**src/rtl/contador_bcd_n.sv**
```systemverilog
// Parametrised N-digit packed-BCD up/down/saturating counter with parallel load
// and a built-in time-multiplexed digit scanner for the 7-segment display path.
module contador_bcd_n #(
   parameter int DIGITS   = 3,
   parameter int SCAN_DIV = 50000
) (
   input  logic                clk,
   input  logic                rst,
   input  logic                clk_en,
   input  logic [1:0]          sel,
   input  logic                load,
   input  logic [4*DIGITS-1:0] din,
   output logic [4*DIGITS-1:0] sal,
   output logic [3:0]          sal_aux,
   output logic [DIGITS-1:0]   an,
   output logic                carry,
   output logic                borrow,
   output logic                err
);

   localparam int PW = (SCAN_DIV > 1) ? $clog2(SCAN_DIV) : 1;
   localparam int IW = (DIGITS > 1) ? $clog2(DIGITS) : 1;
   localparam logic [PW-1:0] PRE_LAST = PW'(SCAN_DIV - 1);
   localparam logic [IW-1:0] IDX_LAST = IW'(DIGITS - 1);

   typedef enum logic [1:0] {
      MODE_UP   = 2'b00,
      MODE_DOWN = 2'b01,
      MODE_HOLD = 2'b10,
      MODE_SAT  = 2'b11
   } mode_t;

   mode_t               mode;
   logic [4*DIGITS-1:0] up_val;
   logic [4*DIGITS-1:0] down_val;
   logic [4*DIGITS-1:0] din_clean;
   logic                up_ripple;
   logic                down_ripple;
   logic                din_bad;
   logic [PW-1:0]       pre;
   logic [IW-1:0]       idx;
   logic [IW-1:0]       idx_next;

   assign mode = mode_t'(sel);

   // A ripple still set past the top digit means every digit wrapped (all-9s up, all-0s down).
   always_comb begin
      up_val      = '0;
      down_val    = '0;
      din_clean   = '0;
      up_ripple   = 1'b1;
      down_ripple = 1'b1;
      din_bad     = 1'b0;
      for (int i = 0; i < DIGITS; i++) begin
         if (!up_ripple) begin
            up_val[4*i +: 4] = sal[4*i +: 4];
         end else if (sal[4*i +: 4] == 4'd9) begin
            up_val[4*i +: 4] = 4'd0;
         end else begin
            up_val[4*i +: 4] = sal[4*i +: 4] + 4'd1;
            up_ripple        = 1'b0;
         end

         if (!down_ripple) begin
            down_val[4*i +: 4] = sal[4*i +: 4];
         end else if (sal[4*i +: 4] == 4'd0) begin
            down_val[4*i +: 4] = 4'd9;
         end else begin
            down_val[4*i +: 4] = sal[4*i +: 4] - 4'd1;
            down_ripple        = 1'b0;
         end

         if (din[4*i +: 4] > 4'd9) begin
            din_bad = 1'b1;
         end else begin
            din_clean[4*i +: 4] = din[4*i +: 4];
         end
      end
   end

   always_ff @(posedge clk) begin
      if (!rst) begin
         sal    <= '0;
         carry  <= 1'b0;
         borrow <= 1'b0;
         err    <= 1'b0;
      end else begin
         carry  <= 1'b0;
         borrow <= 1'b0;
         err    <= 1'b0;
         if (load) begin
            sal <= din_clean;
            err <= din_bad;
         end else if (clk_en) begin
            case (mode)
               MODE_UP: begin
                  sal   <= up_val;
                  carry <= up_ripple;
               end
               MODE_DOWN: begin
                  sal    <= down_val;
                  borrow <= down_ripple;
               end
               MODE_SAT: begin
                  if (!up_ripple) sal <= up_val;
               end
               default: ;
            endcase
         end
      end
   end

   assign idx_next = (idx == IDX_LAST) ? '0 : idx + IW'(1);

   // Scanner free-runs from the system clock so the display refresh never stalls.
   always_ff @(posedge clk) begin
      if (!rst) begin
         pre <= '0;
         idx <= '0;
         an  <= DIGITS'(1);
      end else if (pre == PRE_LAST) begin
         pre <= '0;
         idx <= idx_next;
         an  <= DIGITS'(1) << idx_next;
      end else begin
         pre <= pre + PW'(1);
      end
   end

   always_comb begin
      sal_aux = 4'd0;
      for (int i = 0; i < DIGITS; i++) begin
         if (idx == IW'(i)) sal_aux = sal[4*i +: 4];
      end
   end

endmodule

```
**config.mk**
```make
export PLATFORM = sky130hd
export DESIGN_NAME = contador_bcd_n
export DESIGN_NICKNAME = d
export VERILOG_FILES = /design/src/rtl/contador_bcd_n.sv
export SDC_FILE = /design/constraint.sdc
export NUM_CORES = 1
export LEC_CHECK = 0
export CORE_ASPECT_RATIO = 0.5
export CORE_UTILIZATION = 45
export DETAILED_ROUTE_END_ITERATION = 10
export PLACE_DENSITY = 0.74
export SLEW_MARGIN = 20
export SYNTH_ARGS = -nofsm -noshare
export SYNTH_HDL_FRONTEND = slang
export SYNTH_SLANG_ARGS = --single-unit
```
**constraint.sdc**
```tcl
create_clock -name clk -period 1.9 [get_ports clk]
set_input_delay 0.38 -clock clk [delete_from_list [all_inputs] [get_ports clk]]
set_output_delay 0.38 -clock clk [all_outputs]
set_load 0.01 [all_outputs]
```
After elaboration in Yosys (flattened, before gate mapping)
Cells that the tools add are included.
- add/sub/neg operators: 8
- shifts and indexed selects: 1
- reductions and logical operators: 14
- mux-type cells: 33
- $lt $le $gt $ge: 3
- bitwise operators: 5
- eq/ne operators: 11
- operators by type and width (cell ; number):
    4-bit two-way mux ; 16
    12-bit two-way mux ; 3
    12-bit one-hot mux with 3 select lines ; 1
    16-bit by 1-bit adder with 16-bit output (second input constant) ; 1
    16-bit == test (second input constant) ; 1
    4-bit by 1-bit adder with 4-bit output (second input constant) ; 3
    4-bit == test (second input constant) ; 3
    4-bit > comparator (second input constant) ; 3
    4-bit zero test ; 3
    1-bit two-way mux ; 12
    4-bit by 1-bit subtractor with 4-bit output (second input constant) ; 3
    3-bit inequality test (second input constant) ; 3
    4-bit AND reduction ; 2
    1-bit NOT ; 5
    5-bit OR reduction ; 1
    2-bit by 1-bit == test with 1-bit output (second input constant) ; 2
    2-bit == test (second input constant) ; 2
    2-bit zero test ; 2
    4-bit nonzero test ; 1
    4-bit OR reduction ; 1
    3-bit AND reduction ; 1
    1-bit by 2-bit left shift with 3-bit output (first input constant) ; 1
    2-bit by 1-bit adder with 2-bit output (second input constant) ; 1
    2-bit two-way mux ; 1
    3 further kinds ; 3
- flip-flop bits (word level): 36
- word-level logic and storage cells: 84
- input bits: 18

Longest topological paths before layout
- depth in word-level cells: 8
- gate-level depth with buffers: 7
- gate-level depth less buffers: 6

Worst setup path before layout
No wires, ideal clock.
- kind: input -> register
- start: input load
- end: register sal[10]
- data arrival time: 1.592 ns
- buffers on the path: 1
- data required time: 1.828 ns
- slack: 0.237 ns
- stages on the path: 6
- cell sequence: buf_2 -> or2_1 -> nor4_4 -> a21oi_2 -> o21ai_4 -> mux2i_1
- word-level cells in the longest chain between the ends: 2
- elaborated cells on any way between the ends: 6
- classes of those cells: eq/ne: 2; mux: 1; reduce/logical: 3
- RTL lines (element ; RTL line ; source):
    start: declaration ; 11 ; input logic load,
    3-bit inequality test (no line), or another cell as far along ; -- ;
    4-bit AND reduction (no line) ; -- ;
    end signal: assignment ; 92 ; sal <= din_clean;
    end signal: assignment ; 97 ; sal <= up_val;
    end signal: assignment ; 101 ; sal <= down_val;
    end: declaration ; 13 ; output logic [4*DIGITS-1:0] sal,
Parallel ways exist; a longest one is shown, timed or not.
A chain may end at the register's enable or synchronous reset.

Worst setup path after layout
- start: register sal[3]
- end: output sal[3]
No word-level cell between the ends.

==> results_dict.tcl <==
set metrics [dict create \
    status "complete, no violations" \
    setup_tns_ns 0 \
    critPathCaptureType "primary output" \
    placed_cells 395 \
    synth_compound_area_frac 0.1881 \
    viasPerCell 5.525 \
    hold_ws_ns 0.4478 \
    fin_nets 356 \
    io_buffer_count 39 \
    cpPeakStageDelay_ns 0.54 \
    overflow 0 \
    num_rows 17 \
    yosysSeqAreaShare 0.3046 \
    clock_latency_ns 0.30 \
    gp_congestion 0.8545 \
    synth-simple-area-share 0.3068 \
    r2r_slack_ns 0.15 \
    initial_utilization 0.4886 \
    synth_top_cell_by_area "dfxtp_1" \
    hp-class "in -> reg" \
    crit_required_ns 1.52 \
    power.density_mw_per_mm2 676.2 \
    yosys.area_share.xor_xnor 0.07839 \
    crit_family "buffers and inverters" \
    relSlewSlack 0.6923 \
    root_buffer "clkbuf_8" \
    grt_max_degree 16 \
    critical_path_peak_fanout 9 \
    drc_errors 0 \
    power.internal_w 0.001503 \
    syn_area_sq_mm 0.002235 \
    fmax_mhz 544.9 \
    syn-num-nets 297 \
    syn2layout_area_growth_pct 35.95 \
    worst_path_max_delay_cell "clkdlybuf4s50_1" \
    cts.sinks 34 \
    netlist_instances 278 \
    ys_top_cells_by_count "34 x dfxtp_1, 34 x nor2_1, 21 x nand2_1, 21 x o21ai_0, 15 x nand3_1" \
    muxShareOfSynthArea 0.05375 \
    path_buf_inv 2 \
    wl_mm 5.666 \
    ant_nets 0 \
    leakagePower_nw 1.127 \
    hold_viol_final 0 \
    clk_pin_slew_ns 0.07 \
    dieArea_sq_mm 0.005269 \
    vdd_ir_drop_max_mv 0.3491 \
    core_area_sq_mm 0.004573 \
    async_flop_share 0 \
    start_kind "register" \
    synth-main-ff-cell "dfxtp_1" \
    tightest_slew_ns 0.4580 \
    avgRoutedWirePerCell_um 14.02 \
    crit_type "reg -> out" \
    power.switching_w 0.0005512 \
    grt_pass1_wl_mm 9.335 \
    switching_share 0.2683 \
    drt_iter0_drc 113 \
    synth-seq-cells 34 \
    synth_top_family_by_area "simple AND/OR/NAND/NOR gates" \
    antenna_found_initial 0 \
    synth_edf_count 0 \
    synth_cell_types 53 \
    slew_violations 0 \
    die_w_um 101.7 \
    hpwlAfterDp_mm 4.161 \
    die_h_um 51.83 \
    tritoncts "done" \
    setup_viol 0 \
    clock_path_buffers 2 \
    synth_adder_area_share 0.005599 \
    crit_chain "buf_4, clkdlybuf4s50_1" \
    timing.critical_path.arrival_ns 1.46 \
    fin_crit_sh 0.9659 \
    num_vias 2232 \
    seqPwrFrac 0.374 \
    drive_gt1_frac 0.1805 \
    first_pass_iters 5 \
    min_period_ns 1.835 \
    grt_pass1_vias 2012 \
    synth_area_per_cell_sq_um 8.038 \
    grt_usage 0.2361 \
    h-tree-depth 2 \
    pin_count 40 \
    maxCapViolCount 0 \
    total_power_w 0.002054 \
    clock_power_share 0.397 \
    finClkSkew_ns 0.009359 \
    stdcell_count 404 \
    diodes 0 \
    yosys_warnings 0 \
    synth_area_leaders "dfxtp_1 30%, nor2_1 5.7%, mux2i_1 5.4%" \
    fillers 375 \
    synth.top_cell.area_share 0.3046 \
    combPwrFrac 0.229 \
    numCtsBuffers 5 \
]
-- placed cells by master (no fill, tap or decap), drive strengths merged, types with 4 or more instances in the layout --
cell type	count
dlygate4sd2	4
a21boi	4
a31oi	4
clkdlybuf4s50	34
nand3	15
xor2	10
nand2b	8
nand4	5
nor2b	4
dfxtp	34
xnor2	10
nor4b	5
nor3b	5
inv	6
buf	36
mux2i	12
nand3b	6
clkbuf	5
nor2	34
a21oi	12
o21ai	22
nand2	21
and3	4
-- worst reg2reg max path: stages, from the launching register on --
cell and delay [ns]:
dfxtp_2 0.36, buf_4 0.18, nor4b_4 0.37, a2bb2oi_2 0.12, a221oi_4 0.37, nor2_1 0.07, a211oi_1 0.21
-- area by class of cell --
class | instances | area (sq um) | share of cell area
Clock buffer | 5 | 68.82 | 0.02265
Clock inverter | 3 | 68.82 | 0.02265
Sequential cell | 34 | 686.9 | 0.2261
Multi-Input combinational cell | 215 | 1438 | 0.4732
Inverter | 6 | 22.52 | 0.007414
Tap cell | 66 | 82.58 | 0.02718
Timing Repair Buffer | 75 | 670.6 | 0.2208
-- layer usage --
layer	routed length [um]	GRT usage	vias to the layer above
met5	0	0	-
met4	102	0.1135	0
met3	264	0.06048	10
met2	2639	0.3705	65
met1	2660	0.3050	1049
li1	-	-	1108
-- cell families after synthesis --
kind of cell    after synthesis
simple gates                121
buf+inv                      29
fa+ha+maj                     1
mux                          12
flops                        34
compound gates               61
xor+xnor                     20
-- per-stage QoR --
stage,instance area (sq um),util,setup WS [ns]
2_1_floorplan,2235,-,0.2368
3_3_place_gp,2865,0.6265,-0.2017
3_5_place_dp,2865,0.6265,-0.2462
4_1_cts,3012,0.6586,0.05757
5_1_grt,3038,0.6643,-0.003708
6_report,3038,0.6643,0.06480
-- what timing repair did --
item,4_1_cts,5_1_grt
pin swaps,0,2
gates resized for setup,10,6
hold buffers,0,0
hold endpoints to repair,0,0
endpoints found under the setup margin,4,8
buffers inserted,0,1
-- registers in the layout (all words and copies together) (netlist names) --
signal	count
borrow	1
carry	1
sal	12
err	1
an	2
idx	1
pre	16
-- final timing paths --
check | from | endpoint | cells past startpoint
hold / removal | sel[1] | carry | 2
hold reg to reg | pre[0] | pre[0] | 1
setup / recovery | sal[3] | sal[3] | 2
setup reg to reg | sal[0] | sal[4] | 6
-- power by group through the flow --
stage | Clock, W | Sequential (W) | Combinational (W)
2_1_floorplan | 0 | 0.000786 | 0.000258
3_3_place_gp | 0 | 0.000784 | 0.000449
3_5_place_dp | 0 | 0.000785 | 0.000460
4_1_cts | 0.000831 | 0.000768 | 0.000457
5_1_grt | 0.000859 | 0.000773 | 0.000510
6_report | 0.000815 | 0.000769 | 0.000471
Note: power is estimated with default switching activity, not from simulation.
